<file path="src/rtl/store_buffer_pkg.sv">
// Shared definitions for the store buffer slice.
// Holds the data-memory size encoding used on the aligner interface, the
// store-buffer entry field widths and entry type, and a lane extraction helper
// used by store-to-load forwarding.
// Optional feature macro: STORE_BUF_FWD_EN (the helper is used only when it is defined).
package store_buffer_pkg;

  // Access size encoding shared with the data aligner.
  localparam logic [1:0] DM_NONE  = 2'b00;
  localparam logic [1:0] DM_BYTE  = 2'b01;
  localparam logic [1:0] DM_HWORD = 2'b10;
  localparam logic [1:0] DM_WORD  = 2'b11;

  // Store-buffer entry field widths.
  localparam int unsigned SB_WADDR_W = 30;
  localparam int unsigned SB_OFF_W   = 2;
  localparam int unsigned SB_DATA_W  = 32;
  localparam int unsigned SB_SIZE_W  = 2;

  typedef struct packed {
    logic                  valid;
    logic [SB_WADDR_W-1:0] waddr;
    logic [SB_OFF_W-1:0]   off;
    logic [SB_DATA_W-1:0]  data;
    logic [SB_SIZE_W-1:0]  size;
  } sb_entry_t;

  // Little-endian lane extraction with optional sign extension; offset 0 = bits [7:0].
  function automatic logic [31:0] sb_extract(input logic [31:0] word, input logic [1:0] off,
                                             input logic [1:0] size, input logic sgn);
    logic [31:0] sh;
    sh = word >> {off, 3'b000};
    case (size)
      DM_BYTE:  return sgn ? {{24{sh[7]}}, sh[7:0]} : {24'b0, sh[7:0]};
      DM_HWORD: return sgn ? {{16{sh[15]}}, sh[15:0]} : {16'b0, sh[15:0]};
      default:  return word;
    endcase
  endfunction

endpackage

</file>
<file path="src/rtl/store_buffer_match.sv">
// Per-entry word-address comparator with youngest-match priority select.
// Ports:
//   valid_i      per-slot entry valid bits
//   waddr_i      per-slot stored word addresses
//   head_i       slot index of the oldest entry
//   load_waddr_i word address of the incoming load
//   hit_o        at least one valid entry matches
//   idx_o        slot index of the youngest matching entry
module store_buffer_match
  import store_buffer_pkg::*;
#(
  parameter  int unsigned DEPTH = 4,
  localparam int unsigned PTR_W = $clog2(DEPTH)
) (
  input  logic [DEPTH-1:0]                 valid_i,
  input  logic [DEPTH-1:0][SB_WADDR_W-1:0] waddr_i,
  input  logic [PTR_W-1:0]                 head_i,
  input  logic [SB_WADDR_W-1:0]            load_waddr_i,
  output logic                             hit_o,
  output logic [PTR_W-1:0]                 idx_o
);

  logic [PTR_W-1:0] slot;

  // Walk slots oldest to youngest; the last match seen is the youngest.
  always_comb begin
    hit_o = 1'b0;
    idx_o = '0;
    slot  = '0;
    for (int k = 0; k < DEPTH; k++) begin
      slot = head_i + PTR_W'(k);
      if (valid_i[slot] && (waddr_i[slot] == load_waddr_i)) begin
        hit_o = 1'b1;
        idx_o = slot;
      end
    end
  end

endmodule

</file>
<file path="src/rtl/store_buffer.sv">
// Store buffer between the execute stage and the data aligner.
// Stores are queued in a circular FIFO and drained one per cycle whenever no
// accepted load owns the port. Loads pass through combinationally with priority;
// a load whose word matches a pending store stalls until that store drains.
// Optional feature macro: STORE_BUF_FWD_EN -- forward word stores to matching loads.
// Ports:
//   clk, rst_n          clock, asynchronous active-low reset
//   req_*               execute-stage request (address, data, sizes, sign control)
//   req_ready           request accepted this cycle
//   load_data           load result
//   mem_*               aligner interface (address, write data, sizes, sign control)
//   mem_rdata           aligner read result
//   empty               no pending stores
module store_buffer
  import store_buffer_pkg::*;
#(
  parameter  int unsigned DEPTH = 4,
  localparam int unsigned PTR_W = $clog2(DEPTH)
) (
  input  logic        clk,
  input  logic        rst_n,
  input  logic        req_valid,
  input  logic [31:0] req_addr,
  input  logic [31:0] req_data,
  input  logic [1:0]  req_write_status,
  input  logic [1:0]  req_read_status,
  input  logic        req_load_signed,
  output logic        req_ready,
  output logic [31:0] load_data,
  output logic [31:0] mem_addr,
  output logic [31:0] mem_wdata,
  output logic [1:0]  mem_write_status,
  output logic [1:0]  mem_read_status,
  output logic        mem_load_signed,
  input  logic [31:0] mem_rdata,
  output logic        empty
);

  localparam int unsigned CNT_W = PTR_W + 1;

  sb_entry_t [DEPTH-1:0] ent_q, ent_d;
  logic [PTR_W-1:0]      head_q, head_d, tail_q, tail_d;
  logic [CNT_W-1:0]      count_q, count_d;

  logic [DEPTH-1:0]                 ent_valid;
  logic [DEPTH-1:0][SB_WADDR_W-1:0] ent_waddr;
  logic                             match_hit;
  logic [PTR_W-1:0]                 match_idx;

  logic is_load, is_store, full, fwd_hit, load_port, load_stall, enq, deq;
  logic unused_idx;

  always_comb begin
    for (int k = 0; k < DEPTH; k++) begin
      ent_valid[k] = ent_q[k].valid;
      ent_waddr[k] = ent_q[k].waddr;
    end
  end

  store_buffer_match #(
    .DEPTH(DEPTH)
  ) u_match (
    .valid_i     (ent_valid),
    .waddr_i     (ent_waddr),
    .head_i      (head_q),
    .load_waddr_i(req_addr[31:2]),
    .hit_o       (match_hit),
    .idx_o       (match_idx)
  );

  assign unused_idx = ^match_idx;

  always_comb begin
    // A request carrying both sizes is a load; its write half is ignored.
    is_load  = req_valid && (req_read_status != DM_NONE);
    is_store = req_valid && (req_write_status != DM_NONE) && (req_read_status == DM_NONE);
    full     = (count_q == CNT_W'(DEPTH));
`ifdef STORE_BUF_FWD_EN
    fwd_hit  = is_load && match_hit && (ent_q[match_idx].size == DM_WORD);
`else
    fwd_hit  = 1'b0;
`endif
    load_port  = is_load && !match_hit;
    load_stall = is_load && match_hit && !fwd_hit;
    // Full stalls the store even if a drain frees a slot on the same edge.
    enq = is_store && !full;
    deq = !load_port && (count_q != '0);

    if (!rst_n) begin
      req_ready = 1'b0;
    end else if (is_load) begin
      req_ready = !load_stall;
    end else if (is_store) begin
      req_ready = !full;
    end else begin
      req_ready = 1'b1;
    end

    mem_addr         = '0;
    mem_wdata        = '0;
    mem_write_status = DM_NONE;
    mem_read_status  = DM_NONE;
    mem_load_signed  = 1'b0;
    if (rst_n) begin
      if (load_port) begin
        mem_addr        = req_addr;
        mem_read_status = req_read_status;
        mem_load_signed = req_load_signed;
      end else if (deq) begin
        mem_addr         = {ent_q[head_q].waddr, ent_q[head_q].off};
        mem_wdata        = ent_q[head_q].data;
        mem_write_status = ent_q[head_q].size;
      end
    end

    load_data = mem_rdata;
`ifdef STORE_BUF_FWD_EN
    if (fwd_hit) begin
      load_data = sb_extract(ent_q[match_idx].data, req_addr[1:0], req_read_status,
                             req_load_signed);
    end
`endif

    empty = (count_q == '0);
  end

  always_comb begin
    ent_d   = ent_q;
    head_d  = head_q;
    tail_d  = tail_q;
    count_d = count_q;
    if (deq) begin
      ent_d[head_q].valid = 1'b0;
      head_d = head_q + PTR_W'(1);
    end
    if (enq) begin
      ent_d[tail_q] = '{valid: 1'b1, waddr: req_addr[31:2], off: req_addr[1:0],
                        data: req_data, size: req_write_status};
      tail_d = tail_q + PTR_W'(1);
    end
    if (enq && !deq) begin
      count_d = count_q + CNT_W'(1);
    end else if (deq && !enq) begin
      count_d = count_q - CNT_W'(1);
    end
  end

  always_ff @(posedge clk or negedge rst_n) begin
    if (!rst_n) begin
      ent_q   <= '0;
      head_q  <= '0;
      tail_q  <= '0;
      count_q <= '0;
    end else begin
      ent_q   <= ent_d;
      head_q  <= head_d;
      tail_q  <= tail_d;
      count_q <= count_d;
    end
  end

endmodule

</file>
<file path="config.mk">
export PLATFORM = sky130hd
export DESIGN_NAME = store_buffer
export DESIGN_NICKNAME = d
export VERILOG_FILES = /design/src/rtl/store_buffer_pkg.sv /design/src/rtl/store_buffer_match.sv /design/src/rtl/store_buffer.sv
export SDC_FILE = /design/constraint.sdc
export NUM_CORES = 1
export LEC_CHECK = 0
export CAP_MARGIN = 20
export CORE_ASPECT_RATIO = 1.4
export CORE_MARGIN = 3
export CORE_UTILIZATION = 45
export DETAILED_ROUTE_END_ITERATION = 16
export GPL_TIMING_DRIVEN = 1
export PLACE_DENSITY = 0.71
export SYNTH_ARGS = -nofsm -noshare
export SYNTH_HDL_FRONTEND = slang
export SYNTH_HIERARCHICAL = 1
export SYNTH_SLANG_ARGS = --single-unit
</file>
<file path="constraint.sdc">
create_clock -name clk -period 5.3 [get_ports clk]
set_clock_uncertainty 0.1 [all_clocks]
set_input_delay 0.53 -clock clk [delete_from_list [all_inputs] [get_ports clk]]
set_output_delay 0.53 -clock clk [all_outputs]
set_load 0.01 [all_outputs]
</file>
Yosys cells after proc, flatten, opt, wreduce, memory -nomap -nowiden
Cells that the tools add are included.

cells by class
  equality and inequality tests = 5
  reduce and logical (&&, ||, !) cells = 27
  order comparisons = 7
  muxes and demuxes = 48
  add/sub/neg operators = 6

operators by type and width
  cell                                                                          number
  268-bit bitwise mux                                                           2
  268-bit two-way mux                                                           2
  67-bit demux with 2-bit select                                                2
  30-bit binary-select mux with 2-bit select                                    4
  32-bit two-way mux                                                            6
  67-bit binary-select mux with 2-bit select                                    1
  67-bit two-way mux                                                            2
  30-bit equality test                                                          4
  30-bit two-way mux                                                            4
  66-bit two-way mux                                                            1
  1-bit logical AND                                                             15
  2-bit by 3-bit less-than comparator with 1-bit output, second input constant  5
  1-bit two-way mux                                                             13
  2-bit two-way mux                                                             5
  1-bit binary-select mux with 2-bit select                                     4
  1-bit logical NOT                                                             6
  3-bit two-way mux                                                             2
  2-bit nonzero test                                                            3
  2-bit by 1-bit adder with 2-bit output, second input constant                 2
  2-bit adder, second input constant                                            2
  2-bit by 1-bit >= comparator with 1-bit output, second input constant         2
  3-bit by 1-bit adder with 3-bit output, second input constant                 1
  3-bit equality test, second input constant                                    1
  3-bit logical NOT                                                             1
  other kinds (3)                                                               3

word-level totals
  word-level logic and storage cells = 116
  bits in registers = 275
  input port bits = 104

Depth between registers and ports, before layout
  word-level depth = 15
  gate-level depth with buffers = 20
  gate-level depth less buffers = 14

Cells and area by module
The synthesis kept the hierarchy.

by module, submodules not included
  module              area each (um^2)  sequential area each (um^2)  times used  cells an instance
  store_buffer        13,439.1          6,881.6                      1           814
  store_buffer_match  4,702.0           0.0                          1           527

Least setup slack after synthesis
Ideal clock, no wire load.

  kind = reg-to-reg
  start point = reg head_q[1]
  end point = reg count_q[2]
  path buffers = 5
  stages on the path, launching flop included = 20
  period minus slack after synthesis = 4.038 ns
  setup time = 0.079 ns
  setup slack = 1.262 ns
  arrival time = 3.858 ns
  required time = 5.121 ns
  cell sequence = dfrtp_1 -> buf_6 -> buf_2 -> buf_2 -> buf_4 -> mux4_2 -> xnor2_1 -> nand4_1 -> nor2_1 -> nand4_1 -> o22ai_2 -> or3_1 -> clkbuf_1 -> o21ai_0 -> ha_1 -> inv_1 -> fa_1 -> xor2_1 -> nor2_1 -> xor2_1

between the ends
  cells in the longest elaborated chain, start to end = 15

ends and longest elaborated chain
  element                                                                                                      line                                                source
  from (decl)                                                                                                  store_buffer.sv:42                                  logic [PTR_W-1:0] head_q, head_d, tail_q, tail_d;
  from (signal assigned)                                                                                       store_buffer.sv:151                                 head_q <= '0;
  from (signal assigned)                                                                                       store_buffer.sv:156                                 head_q <= head_d;
  2-bit by 1-bit adder with 2-bit output / 30-bit binary-select mux with 2-bit select (equally long branches)  store_buffer_match.sv:31, store_buffer_match.sv:32
  30-bit binary-select mux with 2-bit select / 30-bit two-way mux (equally long branches)                      store_buffer_match.sv:32                            if (valid_i[slot] && (waddr_i[slot] == load_waddr_i)) begin
  30-bit two-way mux (not written as such) / 30-bit equality test (equally long branches)                      store_buffer_match.sv:32
  30-bit equality test / 1-bit logical AND (equally long branches)                                             store_buffer_match.sv:32
  1-bit logical AND / 1-bit two-way mux (equally long branches)                                                store_buffer_match.sv:32
  1-bit two-way mux (2 in a row)                                                                               store_buffer_match.sv:32
  1-bit two-way mux *                                                                                          store_buffer_match.sv:32
  via match_hit                                                                                                store_buffer.sv:47                                  logic match_hit;
  1-bit logical NOT *                                                                                          store_buffer.sv:83                                  load_port = is_load && !match_hit;
  1-bit logical AND *                                                                                          store_buffer.sv:83
  1-bit logical NOT *                                                                                          store_buffer.sv:87                                  deq = !load_port && (count_q != '0);
  1-bit logical AND *                                                                                          store_buffer.sv:87
  1-bit logical NOT                                                                                            store_buffer.sv:141                                 if (enq && !deq) begin
  1-bit logical AND                                                                                            store_buffer.sv:141
  3-bit two-way mux / 2-bit nonzero test (equally long branches)                                               -
  to (signal assigned)                                                                                         store_buffer.sv:158                                 count_q <= count_d;
  to (decl)                                                                                                    store_buffer.sv:43                                  logic [CNT_W-1:0] count_q, count_d;

The timed path passes the listed nets; every way through them passes the cells marked *. The select of a mux whose other input is x is not followed.
A chain may end at the register's enable or synchronous reset.

Worst setup path after layout
  start point = reg head_q[1]
  end point = out mem_addr[29]

between the ends
  cells in the longest elaborated chain, start to end = 15

ends and longest elaborated chain
  element                                                                                                      line                                                source
  2-bit by 1-bit adder with 2-bit output / 30-bit binary-select mux with 2-bit select (equally long branches)  store_buffer_match.sv:31, store_buffer_match.sv:32
  30-bit binary-select mux with 2-bit select / 30-bit two-way mux (equally long branches)                      store_buffer_match.sv:32
  30-bit two-way mux (not written as such) / 30-bit equality test (equally long branches)                      store_buffer_match.sv:32
  30-bit equality test / 1-bit logical AND (equally long branches)                                             store_buffer_match.sv:32
  1-bit logical AND / 1-bit two-way mux (equally long branches)                                                store_buffer_match.sv:32
  1-bit two-way mux (2 in a row)                                                                               store_buffer_match.sv:32
  1-bit two-way mux *                                                                                          store_buffer_match.sv:32
  via match_hit                                                                                                store_buffer.sv:47
  1-bit logical NOT *                                                                                          store_buffer.sv:83
  1-bit logical AND *                                                                                          store_buffer.sv:83
  1-bit logical NOT                                                                                            store_buffer.sv:87
  1-bit logical AND                                                                                            store_buffer.sv:87
  32-bit two-way mux                                                                                           store_buffer.sv:109                                 end else if (deq) begin
  32-bit two-way mux *                                                                                         store_buffer.sv:105                                 if (load_port) begin
  32-bit two-way mux *                                                                                         store_buffer.sv:104                                 if (rst_n) begin
  to (decl)                                                                                                    store_buffer.sv:30                                  output logic [31:0] mem_addr,

Marked as above.

==> impl_metrics.py <==
metrics = {
    "global_route": {
        "track_usage_pct": 23.7,
        "grt.busiest_layer": "met2",
        "grt-ovfl-total": 0,
        "gr-usage-met2_pct": 41.8,
        "met3_usage_pct": 2.58,
        "met1_usage_pct": 29.9,
        "grt_first_pass_wirelength_um": 78500,
        "grt_max_degree": 93,
        "grt_pass1_vias": 12600,
        "grt_antenna_before_repair": 0,
    },
    "clocking": {
        "clock_sinks": 275,
        "tritoncts": "yes",
        "cts_buffers": 30,
        "clk_pin_slew_worst_paths_ns": 0.06,
        "insertion_delay_ns": 0.58,
        "clockBufferDepth": 3,
        "htreeDepth": 1,
        "cts_root_buf": "clkbuf_16",
    },
    "power_and_ir_drop": {
        "combPwrFrac_pct": 54.5,
        "seq_power_share_pct": 29.6,
        "internal-power_uw": 8220,
        "p_sw_share_pct": 37.9,
        "power_density_nw_per_um2": 628,
        "pwr-share-clk_pct": 15.9,
        "switching_power_uw": 5020,
        "power_leakage_uw": 0.00928,
        "total_power_uw": 13200,
        "vdd_ir_drop_max_uv": 291,
    },
    "setup_path": {
        "crit_buf_inv": 5,
        "critical_path.top_delay_family": "buffers and inverters",
        "cp_max_fo": 16,
        "cpMaxStageDelayCell": "dfrtp_4",
        "reg2reg_slack_ns": 0.81,
        "critical_path_class": "flop to primary output",
        "setup.worst_path.start_class": "flop",
        "worstPathArrival_ns": 4.59,
        "critPathRequiredTime_ns": 4.67,
        "slowest_delay_ns": 0.57,
        "cp-end-kind": "primary output",
        "crit_path_cell_trace": "buf_12, buf_4, mux4_2, xnor2_1, o21ai_1, a21oi_1, and4b_1, or3_1, buf_4, nor3b_4, buf_12, a22o_1, clkdlybuf4s50_1",
    },
    "timing": {
        "finalHoldViolCount": 0,
        "min_period_over_period_pct": 98.5,
        "slew_headroom_pct": 31.5,
        "fmax_ghz": 0.192,
        "rsz0062_at_grt": "yes",
        "period_needed_ns": 5.22,
        "setup_viol": 0,
        "worst_pin_slew_ns": 1.03,
        "slew_violations": 0,
    },
    "cells_and_area": {
        "nFillCells": 3303,
        "drive_gt1_share_pct": 37.6,
        "area_growth_pct": 17.0,
        "fin_util_pct": 53.4,
        "most-common-layout-cells": "dfrtp_1, mux2_2, clkdlybuf4s50_1",
        "diodes": 0,
        "final-seq-area_um2": 6890,
        "final_common_cell": "dfrtp_1",
        "multiInputGateArea_um2": 10200,
        "stdcell_area_um2": 21100,
        "nNetsFinal": 1562,
    },
    "place": {
        "dp_hpwl_um": 36200,
        "port-buffer-count": 142,
        "placedInstanceArea_um2": 19800,
        "gp_congestion": 0.955,
    },
    "logic_synthesis": {
        "postSynthCellCount": 1326,
        "avgSynthCellArea_um2": 13.6,
        "ys.warnings.count": 6,
        "syn-cell-area_um2": 18000,
        "syn-num-nets": 1440,
    },
    "detailed_routing": {
        "wl_per_cell_um": 25.8,
        "drc_errors": 0,
        "ant_nets": 0,
        "drtIter0Drc": 713,
        "vias": 12000,
        "vias_per_cell": 6.02,
        "routed_wl_um": 51600,
        "drt_first_pass_iters": 5,
    },
    "run": {
        "cap_violations": 0,
    },
    "floorplan": {
        "dieArea_um2": 42600,
        "fp.dieW_um": 175,
        "ioPinCount": 207,
        "start_util_pct": 45.7,
        "fp-row-count": 86,
        "die_height_um": 243,
        "core-area_um2": 39500,
    },
    "min_path": {
        "hold_path.class": "flop to flop",
    },
    "status": {
        "outcome": "finished, final reports clean",
    },
}
==> sequential cells by signal, indices dropped and copies added, names as in the netlist <==
name and flops:
count_q 3, ent_q 268, head_q 2, tail_q 2
==> final timing paths <==
| kind | cells past startpoint | startpoint | to |
|---|---|---|---|
| min in group asynchronous | 2 | rst_n | ent_q[26] |
| max | 13 | head_q[1] | mem_addr[29] |
| min | 1 | count_q[2] | count_q[2] |
| min reg2reg | 1 | count_q[2] | count_q[2] |
| max in group asynchronous | 4 | rst_n | ent_q[165] |
| max reg2reg | 16 | head_q[1] | count_q[2] |
==> power groups by stage <==
| stage | logic, uW | clock network (uW) | registers, uW |
|---|---|---|---|
| floorplan | 5100 | 0 | 3580 |
| global placement | 6800 | 0 | 3910 |
| detailed placement | 6830 | 0 | 3980 |
| CTS | 6950 | 2160 | 3940 |
| global route | 7580 | 2230 | 4060 |
| finish | 7210 | 2100 | 3920 |
==> metal layers <==
layer / share of wire [%] / vias up
li1: - / 5206
met1: 40 / 6311
met2: 51 / 387
met3: 4.4 / 114
met4: 4.3 / 0
met5: 0 / -
==> cell type report <==
cell class	count	share of cell area [%]
clock buffer	40	4.07
clock inverter	13	0.629
inverter	19	0.338
multi-input combinational	888	48.2
sequential	275	32.7
tap	528	3.13
timing repair buffer	234	11.0
==> stage by stage <==
stage	std cells	hold WS [ns]	setup TNS (ns)	setup slack [ns]
after floorplan	1326	0.134	0	1.30
after global placement	1930	0.373	0	0.353
after detailed placement	1930	0.382	0	0.418
after CTS	1985	0.399	0	0.000343
after global routing	1997	0.413	-0.0339	-0.00777
final	1997	0.396	0	0.0801
==> worst register-to-register path, delay by kind of cell (launching register included) <==
kind,cells,cell delay (ns)
adder cells (fa/ha/maj),2,0.65
buffers and inverters,4,0.64
XOR/XNOR,3,0.57
AO/OA/AOI/OAI,3,0.65
flip-flops,1,0.57
AND/OR/NAND/NOR,3,0.71
multiplexers,1,0.51
==> timing repair <==
action,in CTS,in global routing
cloned,0,3
hold buffers,1,0
pin swaps,0,2
endpoints found under the hold margin,88,0
endpoints found under the setup margin,67,69
gates resized for setup,5,19
setup buffers,1,9
(Power assumes the default switching activity.)
